File: src/rtl/dmem_block_reader_if.sv
// Bundle of the drain engine's control, memory read port and byte stream signals.
// The master side is the reader itself; the slave side is its environment.
interface dmem_block_reader_if #(
    parameter int VLEN = 128,
    parameter int NB_W = 8
);
    logic            start;
    logic [31:0]     base_addr;
    logic [NB_W-1:0] nblocks;
    logic [31:0]     rd_addr;
    logic            rd_en;
    logic            rd_vector;
    logic [VLEN-1:0] rd_data;
    logic [7:0]      tx_data;
    logic            tx_valid;
    logic            tx_ready;
    logic            busy;
    logic            done;

    modport master (
        input  start, base_addr, nblocks, rd_data, tx_ready,
        output rd_addr, rd_en, rd_vector, tx_data, tx_valid, busy, done
    );

    modport slave (
        output start, base_addr, nblocks, rd_data, tx_ready,
        input  rd_addr, rd_en, rd_vector, tx_data, tx_valid, busy, done
    );
endinterface

File: src/rtl/dmem_block_reader.sv
// Fetches N consecutive 128-bit blocks from data memory and streams them out
// byte by byte (little-endian within each block) over a valid/ready channel.
module dmem_block_reader #(
    parameter int VLEN = 128,
    parameter int NB_W = 8
) (
    input  logic                clk,
    input  logic                clr,
    dmem_block_reader_if.master bus
);
    typedef enum logic [1:0] {
        ST_IDLE  = 2'd0,
        ST_FETCH = 2'd1,
        ST_SHIFT = 2'd2,
        ST_DONE  = 2'd3
    } state_t;

    state_t          r_state;
    logic [31:0]     r_addr;
    logic [NB_W-1:0] r_cnt;
    logic [3:0]      r_idx;
    logic [VLEN-1:0] r_sreg;
    logic            r_rd_en;
    logic            r_tx_valid;
    logic            r_busy;
    logic            r_done;

    // Outputs are decided one state ahead so each one is a flop, not decode logic.
    always_ff @(posedge clk or posedge clr) begin
        if (clr) begin
            r_state    <= ST_IDLE;
            r_addr     <= 32'd0;
            r_cnt      <= {NB_W{1'b0}};
            r_idx      <= 4'd0;
            r_sreg     <= {VLEN{1'b0}};
            r_rd_en    <= 1'b0;
            r_tx_valid <= 1'b0;
            r_busy     <= 1'b0;
            r_done     <= 1'b0;
        end else begin
            case (r_state)
                ST_IDLE: begin
                    if (bus.start) begin
                        r_addr <= {bus.base_addr[31:4], 4'b0000};
                        r_cnt  <= bus.nblocks;
                        r_busy <= 1'b1;
                        if (bus.nblocks == {NB_W{1'b0}}) begin
                            r_state <= ST_DONE;
                            r_done  <= 1'b1;
                        end else begin
                            r_state <= ST_FETCH;
                            r_rd_en <= 1'b1;
                        end
                    end else begin
                        r_state <= ST_IDLE;
                    end
                end
                ST_FETCH: begin
                    r_sreg     <= bus.rd_data;
                    r_idx      <= 4'd0;
                    r_addr     <= r_addr + 32'd16;
                    r_cnt      <= r_cnt - {{(NB_W-1){1'b0}}, 1'b1};
                    r_rd_en    <= 1'b0;
                    r_tx_valid <= 1'b1;
                    r_state    <= ST_SHIFT;
                end
                ST_SHIFT: begin
                    if (bus.tx_ready) begin
                        r_sreg <= {8'h00, r_sreg[VLEN-1:8]};
                        r_idx  <= r_idx + 4'd1;
                        if (r_idx == 4'd15) begin
                            r_tx_valid <= 1'b0;
                            if (r_cnt != {NB_W{1'b0}}) begin
                                r_state <= ST_FETCH;
                                r_rd_en <= 1'b1;
                            end else begin
                                r_state <= ST_DONE;
                                r_done  <= 1'b1;
                            end
                        end else begin
                            r_state <= ST_SHIFT;
                        end
                    end else begin
                        r_state <= ST_SHIFT;
                    end
                end
                ST_DONE: begin
                    r_done  <= 1'b0;
                    r_busy  <= 1'b0;
                    r_state <= ST_IDLE;
                end
                default: begin
                    r_state    <= ST_IDLE;
                    r_rd_en    <= 1'b0;
                    r_tx_valid <= 1'b0;
                    r_busy     <= 1'b0;
                    r_done     <= 1'b0;
                end
            endcase
        end
    end

    // rd_vector mirrors rd_en: every access is full-width.
    assign bus.rd_addr   = r_addr;
    assign bus.rd_en     = r_rd_en;
    assign bus.rd_vector = r_rd_en;
    assign bus.tx_data   = r_sreg[7:0];
    assign bus.tx_valid  = r_tx_valid;
    assign bus.busy      = r_busy;
    assign bus.done      = r_done;
endmodule

File: src/flat_wrapper.sv
// flat-port wrapper written by rule: the top's interface ports become plain ports
module dmem_block_reader_flat 
#(
    parameter int VLEN = 128,
    parameter int NB_W = 8
)
  (clk, clr, bus_start, bus_base_addr, bus_nblocks, bus_rd_data, bus_tx_ready, bus_rd_addr, bus_rd_en, bus_rd_vector, bus_tx_data, bus_tx_valid, bus_busy, bus_done);
  dmem_block_reader_if #(.VLEN(VLEN), .NB_W(NB_W)) bus_i ();
  input  logic clk;
  input  logic clr;
  input wire logic [$bits(bus_i.start)-1:0] bus_start;
  input wire logic [$bits(bus_i.base_addr)-1:0] bus_base_addr;
  input wire logic [$bits(bus_i.nblocks)-1:0] bus_nblocks;
  input wire logic [$bits(bus_i.rd_data)-1:0] bus_rd_data;
  input wire logic [$bits(bus_i.tx_ready)-1:0] bus_tx_ready;
  output wire logic [$bits(bus_i.rd_addr)-1:0] bus_rd_addr;
  output wire logic [$bits(bus_i.rd_en)-1:0] bus_rd_en;
  output wire logic [$bits(bus_i.rd_vector)-1:0] bus_rd_vector;
  output wire logic [$bits(bus_i.tx_data)-1:0] bus_tx_data;
  output wire logic [$bits(bus_i.tx_valid)-1:0] bus_tx_valid;
  output wire logic [$bits(bus_i.busy)-1:0] bus_busy;
  output wire logic [$bits(bus_i.done)-1:0] bus_done;
  assign bus_i.start = bus_start;
  assign bus_i.base_addr = bus_base_addr;
  assign bus_i.nblocks = bus_nblocks;
  assign bus_i.rd_data = bus_rd_data;
  assign bus_i.tx_ready = bus_tx_ready;
  assign bus_rd_addr = bus_i.rd_addr;
  assign bus_rd_en = bus_i.rd_en;
  assign bus_rd_vector = bus_i.rd_vector;
  assign bus_tx_data = bus_i.tx_data;
  assign bus_tx_valid = bus_i.tx_valid;
  assign bus_busy = bus_i.busy;
  assign bus_done = bus_i.done;
  dmem_block_reader #(.VLEN(VLEN), .NB_W(NB_W)) u_core (.clk(clk), .clr(clr), .bus(bus_i));
endmodule
File: config.mk
export PLATFORM = sky130hd
export DESIGN_NAME = dmem_block_reader_flat
export DESIGN_NICKNAME = d
export VERILOG_FILES = /design/src/rtl/dmem_block_reader_if.sv /design/src/rtl/dmem_block_reader.sv /design/src/flat_wrapper.sv
export SDC_FILE = /design/constraint.sdc
export NUM_CORES = 1
export LEC_CHECK = 0
export CORE_MARGIN = 2
export CORE_UTILIZATION = 40
export DETAILED_ROUTE_END_ITERATION = 10
export GPL_TIMING_DRIVEN = 1
export PLACE_DENSITY_LB_ADDON = 0.15
export RECOVER_POWER = 100
export SETUP_SLACK_MARGIN = 0.05
export SLEW_MARGIN = 20
export SYNTH_ARGS = -nofsm -noshare
export SYNTH_HDL_FRONTEND = slang
export SYNTH_SLANG_ARGS = --single-unit
File: constraint.sdc
create_clock -name clk -period 7.7 [get_ports clk]
set_input_delay 1.54 -clock clk [delete_from_list [all_inputs] [get_ports clk]]
set_output_delay 1.54 -clock clk [all_outputs]
set_load 0.1 [all_outputs]
==> results.toml <==
[run_status]
status = "complete, but fails checks"
failed_checks = "max-capacitance violations, max-slew violations"

[power]
pwr-share-comb_pct = 48.3
powerDensity_nw_per_um2 = 433
power.clock.fraction_pct = 17.7
irDropWorstVdd_uv = 343
power.switching_uw = 2280
static_leakage_uw = 0.00501
power_switching_share_pct = 46.5
internal_power_component_uw = 2630
share_of_power_burned_in_registers_pct = 34.0

[yosys]
synth_flop_cell = "dfrtp_1"
post-synth-top-area-fraction_pct = 50.6
post_synth_design_cell_area_sq_um = 8600
synth_top_cell_by_area = "dfrtp_1"
synth.avg_cell_area_sq_um = 9.93
yosysWarningCount = 0
synth_enable_flop_cells = 0
yosys_register_bits = 174
post_synth_inst_count = 866
synth.distinct_cells = 59
synth-seq-area-share_pct = 50.6
netlist_top_cells_area = "dfrtp_1 51%, mux2i_1 14%, o21ai_0 7.6%, nand2_1 7.1%, buf_2 1.6%"
postSynth.asyncResetShare_pct = 100

[sta]
finalCriticalPeriod_ns = 5.07
fin_tns_setup_ns = 0
report.final.hold_viol_count = 0
tightestPinTransition_ns = 2.62
skew_ns = 0.0105
timing.hold.ws_ns = 0.477
fmaxAchievable_ghz = 0.197
maxSlewViolCount = 122
relSlewSlack_pct = -75.1
min_period_over_period_pct = 65.8
setup_violations = 0
rsz_0062_raised_after_global_routing = "false"

[cells_and_area]
ff_latch_area_sq_um = 4350
finalInstanceArea_sq_um = 11300
area_growth_syn_to_layout_pct = 31.7
final_net_count = 1209
multi_input_comb_area_sq_um = 3850
fill_cells = 1999
layout-drive-gt1-share_pct = 4.78

[run]
max_cap_violations = 3

[grt]
antenna_found_initial = 3
first_global_vias = 6773
met2_usage_pct = 30.7
grt_first_pass_wirelength_um = 34100
global_route.peak_usage_layer = "met2"
globalRouteOverflowTotal = 0
grt_util_met3_pct = 5.09
grtUsageTotal_pct = 19.1
grt_util_met1_pct = 25.3
grt_start_max_net_pins = 114

[detailed_routing]
drc = 0
starting_drt_drc_count = 335
avgViaCountPerCell = 5.22
routedWlPerCell_um = 16.1
route.antenna.remaining_nets = 0
route.vias.total = 6912
dr.pass1.iters = 5
routed_wl_um = 21400

[placed_design]
instance_area_after_placement_sq_um = 10800
detailed_place_hpwl_um = 14700
numPortBuffers = 208
place.gp.congestion = 0.797

[floorplan]
initial_core_util_pct = 40.8
dieWidth_um = 151
core_area_sq_um = 21100
core.rowCount = 53
pin_count = 217
die_area_sq_um = 22700
die_height_um = 151

[clocking]
clk-insertion-delay-late_ns = 0.42
cts-resized-gates = 0
cts_buffer_depth = 2
post_cts.repair.setup_buffers = 0
clock_tree_root = "clkbuf_16"
clkSinkCount = 174
cts_tree = "yes"
cts_htree_levels = 4
cts.hold.buffers_added = 0
total_clock_buffers_created_by_cts = 17
clk_pin_slew_worst_paths_ns = 0.07

[worst_setup_path]
reg2reg_from = "u_core.r_state[1]"
classification_of_the_worst_setup_path = "register to register"
critical_path_arrival_ns = 5.35
worst_reg2reg_path_endpoint = "u_core.r_sreg[70]"
worst-r2r-cell-count = 4
cpPeakStageDelay_ns = 2.04
crit_path_end_kind = "register"
timing.critical_path.cells = "nor2b_1, clkbuf_2, mux2i_1, o21ai_0"
critPathCapture = "u_core.r_sreg[70]"
timing.critical_path.fanout_max = 56
crit_path_start = "u_core.r_state[1]"
worst-endpoint-required_ns = 7.99
type_of_origin_of_the_critical_path = "register"
timing.critical_path.slowest_stage_cell = "nor2b_1"
reg2reg_slack_ns = 2.63

[min_path]
hold-path-cell-count = 2
hold_class = "register to register"
## power groups by stage
stage	combinational, uW	sequential, uW	clock [uW]
floorplan	1400	2150	0
global placement	2390	1680	0
detailed placement	2420	1700	0
CTS	2430	1680	890
global route	2590	1740	932
finish	2370	1670	868
## worst min-delay path by stage
stage / start / to / slack [ns]
detailed placement: u_core.r_sreg[3] / u_core.r_sreg[3] / 0.47
floorplan: u_core.r_sreg[100] / u_core.r_sreg[100] / 0.45
finish: u_core.r_sreg[3] / u_core.r_sreg[3] / 0.48
CTS: u_core.r_sreg[111] / u_core.r_sreg[111] / 0.48
global route: u_core.r_sreg[110] / u_core.r_sreg[110] / 0.50
global placement: u_core.r_sreg[70] / u_core.r_sreg[70] / 0.46
## cell usage after synthesis, drive strengths merged, types with 7 or more instances
library cell / count
dfrtp: 174
clkbuf: 26
nand2: 162
o311ai: 10
inv: 12
nor3: 8
o211ai: 16
a22o: 10
mux2i: 122
nand3: 16
a31oi: 7
a21oi: 11
nand4: 10
nor2: 24
o21ai: 131
buf: 46
## cell type report
cell class	count	share of cell area (%)
Antenna cell	2	0.0442
Sequential cell	174	38.4
Inverter	12	0.464
Clock inverter	14	1.38
Clock buffer	18	3.79
Multi-Input combinational cell	611	34.0
Timing Repair Buffer	217	18.9
Tap cell	275	3.04
## flip-flops by register name, summed over array words and instances (netlist names)
signal / cells
u_core.r_idx: 4
u_core.bus.tx_valid: 1
u_core.r_state: 2
u_core.bus.done: 1
u_core.bus.rd_addr: 28
u_core.r_cnt: 8
u_core.bus.rd_en: 1
u_core.bus.busy: 1
u_core.r_sreg: 128
## layout by cell type, fill, tap and decap left out, drive strengths merged, types with 4 or more instances in the layout
master,instances
dfrtp,174
clkdlybuf4s50,163
nand2,162
o21ai,131
mux2i,122
dlygate4sd3,45
nor2,24
clkbuf,21
inv,17
nand3,16
o211ai,16
a21oi,11
a22o,10
o311ai,10
nand4,10
nor3,8
a31oi,7
a221o,6
or3,6
buf,6
and4,6
or4,5
and2,5
a211oi,4
or2,4
and3,4
ha,4
conb,4
clkinv,4
## metrics by stage
| stage | std cells | setup WS [ns] | utilization, % | power, uW |
|---|---|---|---|---|
| 2_1_floorplan | 869 | 1.44 | - | 3540 |
| 3_3_place_gp | 1289 | 3.67 | 51.1 | 4070 |
| 3_5_place_dp | 1289 | 3.61 | 51.1 | 4120 |
| 4_1_cts | 1321 | 3.94 | 53.8 | 5000 |
| 5_1_grt | 1321 | 2.24 | 53.7 | 5260 |
| 6_report | 1323 | 2.63 | 53.7 | 4910 |
## routing by layer
metal / share of wire (%) / up-vias
met2: 47 / 167
li1: - / 3428
met5: 0.075 / -
met3: 6.1 / 30
met1: 45 / 3285
met4: 1.7 / 2
## cells by family (layout without fill, tap and decap cells)
kind of cell    Yosys count  after routing  synth area share [%]
fa+ha+maj                 4              4                 0.582
xor+xnor                  1              1                 0.102
other cells               1              6                0.0436
flops                   174            174                  50.6
compound gates          211            211                  15.0
buf+inv                  84            261                  4.73
mux                     123            123                  14.3
simple gates            268            268                  14.6
## critical path, delay by kind of cell (launching register included)
kind	cells	cell delay, ns
flops	1	0.77
buf+inv	1	1.57
simple gates	1	2.04
mux	1	0.35
compound gates	1	0.11
No activity file was read; power rests on OpenSTA's default activity.
